## src/rtl/column_select_input_if.sv

```systemverilog
// Column-select bundle between the player button front end and the board FSM.
interface column_select_input_if;
    logic [3:0] btn_n;        // raw active-low column buttons
    logic [1:0] game_status;  // 00 = in play
    logic [3:0] in_column;    // accepted column, active-low one-hot
    logic       enable;       // one-cycle strobe qualifying in_column
    logic       press_error;  // one-cycle pulse on a multi-button press
    logic       locked;       // presses blocked by game status

    // Player/board side: drives buttons and status, observes the result.
    modport master (
        output btn_n,
        output game_status,
        input  in_column,
        input  enable,
        input  press_error,
        input  locked
    );

    // Front end itself.
    modport slave (
        input  btn_n,
        input  game_status,
        output in_column,
        output enable,
        output press_error,
        output locked
    );
endinterface

```

## src/rtl/column_select_input.sv

```systemverilog
// Connect4 column-select front end: synchronizes and debounces four active-low
// column buttons and turns each physical press into one enable strobe.
module column_select_input #(
    parameter int unsigned DEBOUNCE_CYCLES = 16,
    parameter int unsigned CNT_W           = 5
) (
    input  logic                   clk,
    input  logic                   reset,
    column_select_input_if.slave   bus
);

    localparam logic [CNT_W-1:0] CntMax = CNT_W'(DEBOUNCE_CYCLES);

    typedef enum logic [1:0] {
        StIdle    = 2'd0,
        StWaitRel = 2'd1,
        StLocked  = 2'd2
    } state_e;

    logic [3:0]       s1_q, s2_q, s3_q;
    logic [CNT_W-1:0] cnt_q;
    state_e           state_q, state_d;
    logic [3:0]       in_column_q, in_column_d;
    logic             enable_q, enable_d;
    logic             press_error_q, press_error_d;

    logic [3:0] stable;
    logic [3:0] pressed;
    logic       stable_valid;
    logic       one_pressed;
    logic       multi_pressed;
    logic       all_released;
    logic       game_over;

    // Two-flop synchronizer, then a third stage compared against s2 for debounce.
    always_ff @(posedge clk or negedge reset) begin
        if (!reset) begin
            s1_q  <= 4'hF;
            s2_q  <= 4'hF;
            s3_q  <= 4'hF;
            cnt_q <= '0;
        end else begin
            s1_q <= bus.btn_n;
            s2_q <= s1_q;
            s3_q <= s2_q;
            if (s2_q != s3_q) begin
                cnt_q <= '0;
            end else if (cnt_q != CntMax) begin
                cnt_q <= cnt_q + CNT_W'(1);
            end
        end
    end

    // Decode the debounced vector.
    always_comb begin
        stable        = s3_q;
        stable_valid  = (cnt_q == CntMax);
        pressed       = ~s3_q;
        // Exactly one bit set: nonzero and clearing the lowest set bit leaves zero.
        one_pressed   = (pressed != 4'h0) && ((pressed & (pressed - 4'd1)) == 4'h0);
        multi_pressed = (pressed != 4'h0) && !one_pressed;
        all_released  = (s3_q == 4'hF);
        game_over     = (bus.game_status != 2'b00);
    end

    // State and registered outputs; reset lands in WAIT_REL so a held button is ignored.
    always_ff @(posedge clk or negedge reset) begin
        if (!reset) begin
            state_q       <= StWaitRel;
            in_column_q   <= 4'hF;
            enable_q      <= 1'b0;
            press_error_q <= 1'b0;
        end else begin
            state_q       <= state_d;
            in_column_q   <= in_column_d;
            enable_q      <= enable_d;
            press_error_q <= press_error_d;
        end
    end

    // Next-state logic; strobes are only raised on leaving IDLE, so they never repeat.
    always_comb begin
        state_d       = state_q;
        in_column_d   = in_column_q;
        enable_d      = 1'b0;
        press_error_d = 1'b0;
        unique case (state_q)
            StIdle: begin
                // Lock check wins over a press landing in the same cycle.
                if (game_over) begin
                    state_d = StLocked;
                end else if (stable_valid && one_pressed) begin
                    in_column_d = stable;
                    enable_d    = 1'b1;
                    state_d     = StWaitRel;
                end else if (stable_valid && multi_pressed) begin
                    press_error_d = 1'b1;
                    state_d       = StWaitRel;
                end
            end
            StWaitRel: begin
                if (stable_valid && all_released) begin
                    state_d = game_over ? StLocked : StIdle;
                end
            end
            StLocked: begin
                if (!game_over && stable_valid && all_released) begin
                    state_d = StIdle;
                end
            end
            default: state_d = StWaitRel;
        endcase
    end

    // Drive the bundle.
    always_comb begin
        bus.in_column   = in_column_q;
        bus.enable      = enable_q;
        bus.press_error = press_error_q;
        bus.locked      = (state_q == StLocked);
    end

endmodule

```

## src/flat_wrapper.sv

```systemverilog
// flat-port wrapper written by rule: the top's interface ports become plain ports
module column_select_input_flat 
#(
    parameter int unsigned DEBOUNCE_CYCLES = 16,
    parameter int unsigned CNT_W           = 5
)
  (clk, reset, bus_btn_n, bus_game_status, bus_in_column, bus_enable, bus_press_error, bus_locked);
  column_select_input_if bus_i ();
  input  logic clk;
  input  logic reset;
  input wire logic [$bits(bus_i.btn_n)-1:0] bus_btn_n;
  input wire logic [$bits(bus_i.game_status)-1:0] bus_game_status;
  output wire logic [$bits(bus_i.in_column)-1:0] bus_in_column;
  output wire logic [$bits(bus_i.enable)-1:0] bus_enable;
  output wire logic [$bits(bus_i.press_error)-1:0] bus_press_error;
  output wire logic [$bits(bus_i.locked)-1:0] bus_locked;
  assign bus_i.btn_n = bus_btn_n;
  assign bus_i.game_status = bus_game_status;
  assign bus_in_column = bus_i.in_column;
  assign bus_enable = bus_i.enable;
  assign bus_press_error = bus_i.press_error;
  assign bus_locked = bus_i.locked;
  column_select_input #(.DEBOUNCE_CYCLES(DEBOUNCE_CYCLES), .CNT_W(CNT_W)) u_core (.clk(clk), .reset(reset), .bus(bus_i));
endmodule
```

## config.mk

```make
export PLATFORM = sky130hd
export DESIGN_NAME = column_select_input_flat
export DESIGN_NICKNAME = d
export VERILOG_FILES = /design/src/rtl/column_select_input_if.sv /design/src/rtl/column_select_input.sv /design/src/flat_wrapper.sv
export SDC_FILE = /design/constraint.sdc
export NUM_CORES = 1
export LEC_CHECK = 0
export ABC_AREA = 1
export CAP_MARGIN = 15
export CORE_MARGIN = 10
export CORE_UTILIZATION = 45
export DETAILED_ROUTE_END_ITERATION = 7
export PLACE_DENSITY = 0.68
export SETUP_SLACK_MARGIN = 0.5
export SLEW_MARGIN = 15
export SYNTH_ARGS = -nofsm -noshare
export SYNTH_HDL_FRONTEND = slang
export SYNTH_SLANG_ARGS = --single-unit
export TNS_END_PERCENT = 30
```

## constraint.sdc

```tcl
create_clock -name clk -period 2.8 [get_ports clk]
set_clock_uncertainty 0.05 [all_clocks]
set_input_delay 0.56 -clock clk [delete_from_list [all_inputs] [get_ports clk]]
set_output_delay 0.56 -clock clk [all_outputs]
set_load 0.01 [all_outputs]
```

==> qor.yml, run 1 <==
final.period_utilization: 0.785
critPathCapture: "bus_locked"
power_switching_share: 0.300
gr-max-usage-layer: "met2"
finish.utilization: 0.578
hold_path.startpoint: "u_core.s1_q[1]"
reg2reg_depth: 8
post_synth_instance_area_sq_mm: 0.00110
worst-path-stages: 4
cp_slowest_cell: "sky130_fd_sc_hd__dfstp_2"
post_cts_hold_buffer_count: 0
first_global_vias: 751
max_freq_mhz: 455
yosys_register_bits: 25
setup.worst_path.end_class: "output pin"
max-cap-violations: 0
die_height_microns: 69.5
critical-path-top-delay-family: "buffers and inverters"
setup.worst_path.class: "reg2out"
slowest_delay_ns: 0.58
hold_class: "reg2reg"
ir_drop_uv: 359
multi_input_comb_area_sq_um: 397
drt_iter0_drc: 46
grt_setup_unrepaired: "no"
yosysWarnings: 0
final.min_clock_period_ns: 2.20
worstPathCellList: "inv_1 > nand2_1 > inv_1 > clkdlybuf4s50_1"
cts-buffers-inserted: 3
core_area_sq_mm: 0.00228
sequentialPowerShare: 0.570
pin_count_of_the_biggest_net_entering_global_routing: 26
grt_use_met2: 0.136
syn_nets: 121
number_of_antenna_violations_at_the_first_check_in_global_routing: 0
cts.repair_timing.setup_buffer_count: 0
post_drt_wl_per_cell_microns: 12.1
clk_sink_count: 25
post-route-drc-count: 0
required_worst_endpoint_ns: 2.19
worstPathArrival_ns: 1.59
r2r_startpoint: "u_core.cnt_q[0]"
tritoncts: "built"
areaGrowthSynthToFinish_pct: 19.3
timing.critical_path.from: "u_core.state_q[0]"
routed-via-count: 757
final_design_area_no_fill_sq_mm: 0.00132
p_sw_mw: 0.220
timing.reg2reg.setup_slack_ns: 1.28
avgSynthCellArea_sq_um: 9.94
synth-seq-area-share: 0.586
layout-drive-gt1-share: 0.254
port_buffers: 14
groute.usage.overall: 0.0843
transition_time_at_the_pin_with_the_least_slew_margin_ns: 0.309
postPlaceCellArea_sq_mm: 0.00129
ctsLongestPathBuffers: 2
maxSlewViolCount: 0
max-slew-margin-rel: 0.794
cts_repair_resize_count: 0
clkSlewWorstSetupHoldPaths_ns: 0.14
initial_utilization: 0.485
htreeDepth: 1
ios: 15
final_nets: 141
grt_util_met3: 0.0243
worst_hold_slack_ns: 0.317
critical_path.startpoint_type: "flip-flop"
timing_hold_violations_final: 0
timing.critical_path.fanout_max: 4
avgViaCountPerCell: 4.79
n_antenna_cell: 0
cts_root_buf: "sky130_fd_sc_hd__clkbuf_4"
non_filler_instance_count_after_layout: 158
finalSetupViolCount: 0
netlist_instances: 111
design.die.area_sq_mm: 0.00483
overflow: 0
static-leakage-power_nw: 0.628
tns_ns: 0
share_clk_of_total_power: 0.228
clock_insertion_delay_worst_skew_ns: 0.33
final_total_pwr_mw: 0.734
filler_cell_count: 209
hpwlAfterDp_microns: 1450
cell_internal_power_mw: 0.514
totalWireLength_microns: 1910
met1_usage: 0.0945
drt_pre_antenna_iters: 3
chipWidth_microns: 69.5
grt_pass1_wl_microns: 3390
r2r-end: "u_core.state_q[1]"
worst_slack_ns: 0.602
dpl.cell_count: 154
seq_area_sq_um: 647
outcome: "finished clean"
fp-row-count: 17
power.combinational.fraction: 0.202
synth.lib_cells_used.distinct: 21
final_antenna_net_count: 0
setup_slack_at_placement_ns: 0.911
worst-path-buf-inv: 3
critical-path-top-cell-by-count: "sky130_fd_sc_hd__inv_1"
globalplace.congestion: 0.736
power_density_mw_per_mm2: 558
how the worst min path moves through the flow:
stage,endpoint,slack (ns),cells after the start
2_1_floorplan,u_core.bus.enable,0.21,0
3_3_place_gp,u_core.s2_q[1],0.30,0
3_5_place_dp,u_core.s2_q[1],0.30,0
4_1_cts,u_core.s2_q[1],0.32,0
5_1_grt,u_core.s2_q[1],0.32,0
6_report,u_core.s2_q[1],0.32,0
metal layers:
layer | part of all wire | vias to the layer above
li1 | - | 378
met2 | 0.48 | 16
met5 | 0 | -
met3 | 0.048 | 5
met4 | 0.026 | 0
met1 | 0.45 | 358
cell type report:
class	count	share of cell area
sequential	25	0.491
multi-input combinational	70	0.301
timing repair buffer	15	0.112
inverter	16	0.0456
tap	28	0.0266
clock buffer	3	0.0171
clock inverter	1	0.00570
flip-flops by register name (all words and copies together), names as in the netlist:
name                    count
u_core.state_q              2
u_core.cnt_q                5
u_core.s2_q                 4
u_core.bus.in_column        4
u_core.s1_q                 4
u_core.bus.enable           1
u_core.bus.press_error      1
u_core.s3_q                 4
cell families (layout without fill, tap and decap cells):
| kind of cell | after synthesis | after routing | share of synthesized area |
|---|---|---|---|
| and+or+nand+nor | 56 | 56 | 0.259 |
| xor gates and xnor gates | 6 | 6 | 0.0476 |
| AOI/OAI and AO/OA | 6 | 6 | 0.0306 |
| buffers and inverters | 16 | 35 | 0.0544 |
| DFF | 25 | 25 | 0.586 |
| adders and majority gates | 2 | 2 | 0.0227 |
power groups by stage:
stage | Sequential, mW | Clock [mW] | Combinational, mW
2_1_floorplan | 0.419 | 0 | 0.106
3_3_place_gp | 0.422 | 0 | 0.143
3_5_place_dp | 0.424 | 0 | 0.151
4_1_cts | 0.418 | 0.178 | 0.152
5_1_grt | 0.422 | 0.188 | 0.170
6_report | 0.418 | 0.167 | 0.148
Yosys cell counts:
library cell | number | area (sq um)
sky130_fd_sc_hd__a21oi_1 | 1 | 5.00
sky130_fd_sc_hd__clkinv_1 | 1 | 3.75
sky130_fd_sc_hd__dfrtp_1 | 8 | 200
sky130_fd_sc_hd__dfstp_2 | 17 | 447
sky130_fd_sc_hd__ha_1 | 2 | 25.0
sky130_fd_sc_hd__inv_1 | 15 | 56.3
sky130_fd_sc_hd__nand2_1 | 28 | 105
sky130_fd_sc_hd__nand2_2 | 1 | 6.26
sky130_fd_sc_hd__nand2_4 | 1 | 11.3
sky130_fd_sc_hd__nand3_1 | 5 | 25.0
sky130_fd_sc_hd__nand3_2 | 2 | 20.0
sky130_fd_sc_hd__nand3_4 | 1 | 17.5
sky130_fd_sc_hd__nand4_1 | 1 | 6.26
sky130_fd_sc_hd__nor2_1 | 9 | 33.8
sky130_fd_sc_hd__nor2_2 | 4 | 25.0
sky130_fd_sc_hd__nor2_8 | 1 | 20.0
sky130_fd_sc_hd__nor3_1 | 3 | 15.0
sky130_fd_sc_hd__o21ai_1 | 4 | 20.0
sky130_fd_sc_hd__o21ai_2 | 1 | 8.76
sky130_fd_sc_hd__xnor2_1 | 5 | 43.8
sky130_fd_sc_hd__xor2_1 | 1 | 8.76
worst reg2reg max path, stage by stage (launching register included):
cell	delay, ns
sky130_fd_sc_hd__dfrtp_1	0.44
sky130_fd_sc_hd__inv_1	0.09
sky130_fd_sc_hd__ha_1	0.15
sky130_fd_sc_hd__nand2_1	0.09
sky130_fd_sc_hd__nor2_2	0.26
sky130_fd_sc_hd__nand2_1	0.13
sky130_fd_sc_hd__o21ai_2	0.14
sky130_fd_sc_hd__nand3_2	0.08
sky130_fd_sc_hd__nand2_1	0.06
placed cells by master, fill, tap and decap left out, drive strengths merged:
master / instances
o21ai: 5
clkinv: 1
nand4: 1
nor2: 14
buf: 1
nand3: 8
ha: 2
dfrtp: 8
xnor2: 5
nand2: 30
clkbuf: 3
dfstp: 17
xor2: 1
a21oi: 1
clkinvlp: 1
inv: 15
clkdlybuf4s50: 14
nor3: 3
Note: power is estimated with default switching activity, not from simulation.
==> inputs of run 2 (changes only) <==
==> constraint.sdc (replaced) <==
create_clock -name clk -period 2.2 [get_ports clk]
set_clock_uncertainty 0.05 [all_clocks]
set_input_delay 0.44 -clock clk [delete_from_list [all_inputs] [get_ports clk]]
set_output_delay 0.44 -clock clk [all_outputs]
set_load 0.01 [all_outputs]
==> run 2 against run 1 <==
Against the previous run: register-to-register slack worse by 0.58 ns; critical endpoint is now bus_in_column[1]; cell count stayed put; sequential share of layout area barely moved; highest routed layer unchanged; via count down 2.2%; worst setup slack worse by 0.29 ns; final area hardly changed.
==> qor.yml, run 2 (synthesized netlist as in run 1, its figures left out) <==
cts-buffers-inserted: 3  # unchanged
setup.worst_path.end_class: "output pin"
drt_iter0_drc: 43  # -6.5%
routed-via-count: 740  # -2.2%
required_worst_endpoint_ns: 1.71  # -0.48 ns
avgViaCountPerCell: 4.68  # -2.2%
grt_pass1_wl_microns: 3150  # -7.1%
groute.usage.overall: 0.0754  # -0.00890
post_drt_wl_per_cell_microns: 11.1  # -8.2%
globalplace.congestion: 0.753  # +2.2%
core_area_sq_mm: 0.00228  # unchanged
cts.repair_timing.setup_buffer_count: 0  # unchanged
setup.worst_path.class: "reg2out"
areaGrowthSynthToFinish_pct: 19.2  # about the same
pin_count_of_the_biggest_net_entering_global_routing: 26  # unchanged
n_antenna_cell: 0  # unchanged
die_height_microns: 69.5  # unchanged
hpwlAfterDp_microns: 1390  # -4.4%
multi_input_comb_area_sq_um: 397  # unchanged
worst_hold_path.endpoint: "u_core.s2_q[2]"
htreeDepth: 1  # unchanged
seq_area_sq_um: 647  # unchanged
worst-path-buf-inv: 1  # -2
worstPathCellList: "clkdlybuf4s50_1"
port_buffers: 14  # unchanged
layout-drive-gt1-share: 0.254  # unchanged
dpl.cell_count: 154  # unchanged
clock_insertion_delay_worst_skew_ns: 0.31  # -0.02 ns
first_global_vias: 726  # -3.3%
ctsLongestPathBuffers: 2  # unchanged
mostFrequentLayoutCell: "sky130_fd_sc_hd__nand2_1"
non_filler_instance_count_after_layout: 158  # unchanged
critical_path.startpoint_type: "flip-flop"
tritoncts: "built"
worst_hold_slack_ns: 0.316  # -0.000444 ns
worstPathArrival_ns: 1.40  # -0.19 ns
final.period_utilization: 0.858
maxSlewViolCount: 0  # unchanged
chipWidth_microns: 69.5  # unchanged
initial_utilization: 0.485  # unchanged
hold-path-cell-count: 0  # unchanged
number_of_antenna_violations_at_the_first_check_in_global_routing: 0  # unchanged
static-leakage-power_nw: 0.660  # +5.1%
largest_reg_flops: 5  # unchanged
drt_pre_antenna_iters: 4  # +1
final.min_clock_period_ns: 1.89
timing.reg2reg.setup_slack_ns: 0.70  # -0.58 ns
r2r-end: "u_core.state_q[1]"
reg2reg_depth: 8  # unchanged
r2r_startpoint: "u_core.cnt_q[0]"
max-slew-margin-rel: 0.798  # +0.00410
max-cap-violations: 0  # unchanged
timing_hold_violations_final: 0  # unchanged
overflow: 0  # unchanged
filler_cell_count: 203  # -2.9%
outcome: "finished clean"
power_density_mw_per_mm2: 702  # +26%
clkSlewWorstSetupHoldPaths_ns: 0.14  # about the same
timing.critical_path.fanout_max: 2  # -2
final_antenna_net_count: 0  # unchanged
hold_class: "reg2reg"
tns_ns: 0  # unchanged
design.die.area_sq_mm: 0.00483  # unchanged
ir_drop_uv: 446  # +24%
totalWireLength_microns: 1750  # -8.2%
layout_common_cells: "sky130_fd_sc_hd__nand2_1 (28), sky130_fd_sc_hd__dfstp_2 (17), sky130_fd_sc_hd__inv_1 (15)"
top_register: "u_core.cnt_q"
final_nets: 141  # unchanged
transition_time_at_the_pin_with_the_least_slew_margin_ns: 0.303  # -0.00614 ns
final_total_pwr_mw: 0.923  # +26%
post-route-drc-count: 0  # unchanged
hold_path.startpoint: "u_core.s1_q[2]"
cts_root_buf: "sky130_fd_sc_hd__clkbuf_4"
ios: 15  # unchanged
finalSetupViolCount: 0  # unchanged
clk_sink_count: 25  # unchanged
cp_slowest_cell: "sky130_fd_sc_hd__dfstp_2"
slowest_delay_ns: 0.56  # -0.02 ns
fp-row-count: 17  # unchanged
critical-path-top-delay-family: "flip-flops"
grt_setup_unrepaired: "yes"
max_freq_mhz: 530
run 2: cell types whose count changed in the layout (fill, tap and decap cells not counted):
cell and delta:
sky130_fd_sc_hd__clkdlybuf4s50_1 -3, sky130_fd_sc_hd__dlygate4sd2_1 +2, sky130_fd_sc_hd__clkinvlp_4 -1, sky130_fd_sc_hd__dlymetal6s2s_1 +1, sky130_fd_sc_hd__inv_4 +1
run 2: metal layers:
metal  vias up  track usage  share of wire
met3         2       0.0257          0.052
met5         -            0              0
met1       345       0.0906           0.47
met2        15        0.121           0.48
li1        378            -              -
met4         0       0.0266         0.0046
run 2: worst max path at each step:
stage                                 start                 to  slack, ns  cells after the start
finish              u_core.bus.in_column[1]   bus_in_column[1]       0.31                      1
global route              u_core.state_q[0]         bus_locked       0.25                      4
CTS                 u_core.bus.in_column[1]   bus_in_column[1]       0.28                      1
detailed placement       bus_game_status[1]  u_core.state_q[1]       0.47                      7
global placement         bus_game_status[1]  u_core.state_q[1]       0.51                      7
floorplan                   u_core.cnt_q[0]  u_core.state_q[1]       0.86                     10
run 2: timing repair:
action                     4_1_cts  5_1_grt
resized for setup                2        1
pin swaps                        0        0
setup endpoints to repair        6        6
hold buffers                     0        0
run 2: layout make-up:
class / count / area share
inverters: 16 / 0.0457
clock buffers: 3 / 0.0171
well taps: 28 / 0.0266
repair buffers: 15 / 0.112
multi-input cells: 70 / 0.302
flip-flops and latches: 25 / 0.492
clock inverters: 1 / 0.00476
run 2: power breakdown:
part           leakage (nW)  internal (mW)  switching [mW]
Clock                0.0183         0.0706           0.134
Combinational         0.354         0.0729           0.114
Sequential            0.288          0.507          0.0240
run 2: per-stage QoR:
step	utilization	area, sq um	worst slack (ns)
3_3_place_gp	0.565	1290	0.507
3_5_place_dp	0.565	1290	0.472
2_1_floorplan	-	1100	0.860
4_1_cts	0.577	1310	0.284
6_report	0.578	1320	0.313
5_1_grt	0.578	1320	0.248
==> inputs of run 3 (changes only) <==
--- a/config.mk
+++ b/config.mk
@@ -7,9 +7,10 @@
 export LEC_CHECK = 0
 export ABC_AREA = 1
 export CAP_MARGIN = 15
-export CORE_MARGIN = 10
+export CORE_MARGIN = 3
 export CORE_UTILIZATION = 45
 export DETAILED_ROUTE_END_ITERATION = 7
+export MAX_ROUTING_LAYER = met4
 export PLACE_DENSITY = 0.68
 export SETUP_SLACK_MARGIN = 0.5
 export SLEW_MARGIN = 15
==> run 3 against run 2 <==
Against the previous run: clock power hardly changed; cell count rose by 0.63%; routed wire length down 3.8%; final area increased by 0.57%; first-iteration DRC count shrank 77%; sequential power is essentially flat; worst setup slack better by 0.0036 ns; combinational power rose by 7%; non-clock buffer count is 1 higher.
==> qor.yml, run 3 (synthesized netlist as in run 1, its figures left out) <==
static-leakage-power_nw: 0.665  # +0.70%
totalWireLength_microns: 1690  # -3.8%
clkSlewWorstSetupHoldPaths_ns: 0.14  # about the same
core_area_sq_mm: 0.00228  # unchanged
multi_input_comb_area_sq_um: 397  # unchanged
timing.reg2reg.setup_slack_ns: 0.68  # -0.02 ns
finish.utilization: 0.581  # +0.00330
max-slew-margin-rel: 0.799  # about the same
worst_slack_ns: 0.317  # +0.00361 ns
layout_common_cells: "sky130_fd_sc_hd__nand2_1 (28), sky130_fd_sc_hd__dfstp_2 (17), sky130_fd_sc_hd__inv_1 (15)"
hold-path-cell-count: 0  # unchanged
cp_slowest_cell: "sky130_fd_sc_hd__dfstp_2"
layout-drive-gt1-share: 0.260  # +0.00570
number_of_antenna_violations_at_the_first_check_in_global_routing: 0  # unchanged
tritoncts: "built"
cts_root_buf: "sky130_fd_sc_hd__clkbuf_4"
drt_iter0_drc: 10  # -77%
ios: 15  # unchanged
power_density_mw_per_mm2: 707  # +0.75%
top_register: "u_core.cnt_q"
seq_area_sq_um: 647  # unchanged
filler_cell_count: 206  # +1.5%
initial_utilization: 0.485  # unchanged
n_antenna_cell: 0  # unchanged
die_height_microns: 55.5  # -20%
final_nets: 142  # +0.71%
grt_setup_unrepaired: "yes"
max-cap-violations: 0  # unchanged
r2r_startpoint: "u_core.cnt_q[0]"
reg2reg_depth: 8  # unchanged
areaGrowthSynthToFinish_pct: 19.8
final.min_clock_period_ns: 1.88  # -0.00361 ns
globalplace.congestion: 0.739  # -1.9%
largest_reg_flops: 5  # unchanged
max_freq_mhz: 531  # +0.19%
post_cts_hold_buffer_count: 0  # unchanged
hpwlAfterDp_microns: 1280  # -7.8%
hold_path.startpoint: "u_core.s1_q[1]"
worstPathCellList: "clkdlybuf4s50_1"
outcome: "finished clean"
setup.worst_path.end_class: "output pin"
timing_hold_violations_final: 0  # unchanged
htreeDepth: 1  # unchanged
groute.usage.overall: 0.130  # +0.0543
critical_path.startpoint_type: "flip-flop"
final_total_pwr_mw: 0.935  # +1.3%
worstPathArrival_ns: 1.39  # about the same
clock_insertion_delay_worst_skew_ns: 0.31  # about the same
setup.worst_path.class: "reg2out"
clk_sink_count: 25  # unchanged
postPlaceCellArea_sq_mm: 0.00129  # unchanged
hold_class: "reg2reg"
grt_pass1_wl_microns: 3190  # +1.5%
overflow: 0  # unchanged
worst_hold_slack_ns: 0.316  # -0.000273 ns
timing.critical_path.fanout_max: 2  # unchanged
post_drt_wl_per_cell_microns: 10.6  # -4.4%
chipWidth_microns: 55.5  # -20%
dpl.cell_count: 154  # unchanged
slowest_delay_ns: 0.55  # about the same
mostFrequentLayoutCell: "sky130_fd_sc_hd__nand2_1"
design.die.area_sq_mm: 0.00308  # -36%
critical-path-top-delay-family: "flip-flops"
pin_count_of_the_biggest_net_entering_global_routing: 26  # unchanged
drt_pre_antenna_iters: 4  # unchanged
setup_slack_at_placement_ns: 0.467  # -0.00431 ns
cts-buffers-inserted: 3  # unchanged
transition_time_at_the_pin_with_the_least_slew_margin_ns: 0.302  # -0.000596 ns
avgViaCountPerCell: 4.73  # +0.98%
first_global_vias: 758  # +4.4%
ir_drop_uv: 408  # -8.7%
required_worst_endpoint_ns: 1.71  # about the same
worst-path-buf-inv: 1  # unchanged
port_buffers: 14  # unchanged
post-route-drc-count: 0  # unchanged
maxSlewViolCount: 0  # unchanged
finalSetupViolCount: 0  # unchanged
fp-row-count: 17  # unchanged
ctsLongestPathBuffers: 2  # unchanged
final_design_area_no_fill_sq_mm: 0.00132  # +0.57%
tns_ns: 0  # unchanged
worst_hold_path.endpoint: "u_core.s2_q[1]"
r2r-end: "u_core.state_q[1]"
final.period_utilization: 0.856  # -0.00164
non_filler_instance_count_after_layout: 159  # +0.63%
routed-via-count: 752  # +1.6%
final_antenna_net_count: 0  # unchanged
-- run 3: cell count changes in the layout (fill, tap and decap cells not counted) --
cell / previous run / this run
sky130_fd_sc_hd__buf_4: 1 / 2
-- run 3: worst max path at each step --
stage / start / endpoint / slack (ns) / cells after the start
floorplan: u_core.cnt_q[0] / u_core.state_q[1] / 0.86 / 10
global placement: bus_game_status[1] / u_core.state_q[1] / 0.51 / 7
detailed placement: bus_game_status[1] / u_core.state_q[1] / 0.47 / 7
CTS: u_core.bus.in_column[1] / bus_in_column[1] / 0.30 / 1
global route: u_core.bus.in_column[3] / bus_in_column[3] / 0.27 / 1
finish: u_core.bus.in_column[1] / bus_in_column[1] / 0.32 / 1
-- run 3: final cells by class --
class	count	share of cell area
sequential	25	0.489
multi-input combinational	70	0.300
timing repair buffer	16	0.117
inverter	16	0.0454
tap	28	0.0265
clock buffer	3	0.0170
clock inverter	1	0.00473
-- run 3: power by group --
part	internal, mW	leakage, nW	total, mW	switching [mW]
clock network	0.0706	0.0183	0.206	0.136
logic	0.0834	0.358	0.201	0.117
registers	0.506	0.288	0.528	0.0215
-- run 3: repair_timing --
item                       in CTS  in global routing
resized for setup               2                  1
buffers inserted                1                  0
setup endpoints to repair       6                  6
-- run 3: routing by layer --
| layer | routed length [microns] | track usage | vias to the layer above |
|---|---|---|---|
| li1 | - | - | 382 |
| met5 | 0 | - | - |
| met4 | 9 | 0.0556 | 0 |
| met3 | 75 | 0.0280 | 2 |
| met1 | 730 | 0.147 | 351 |
| met2 | 872 | 0.220 | 17 |
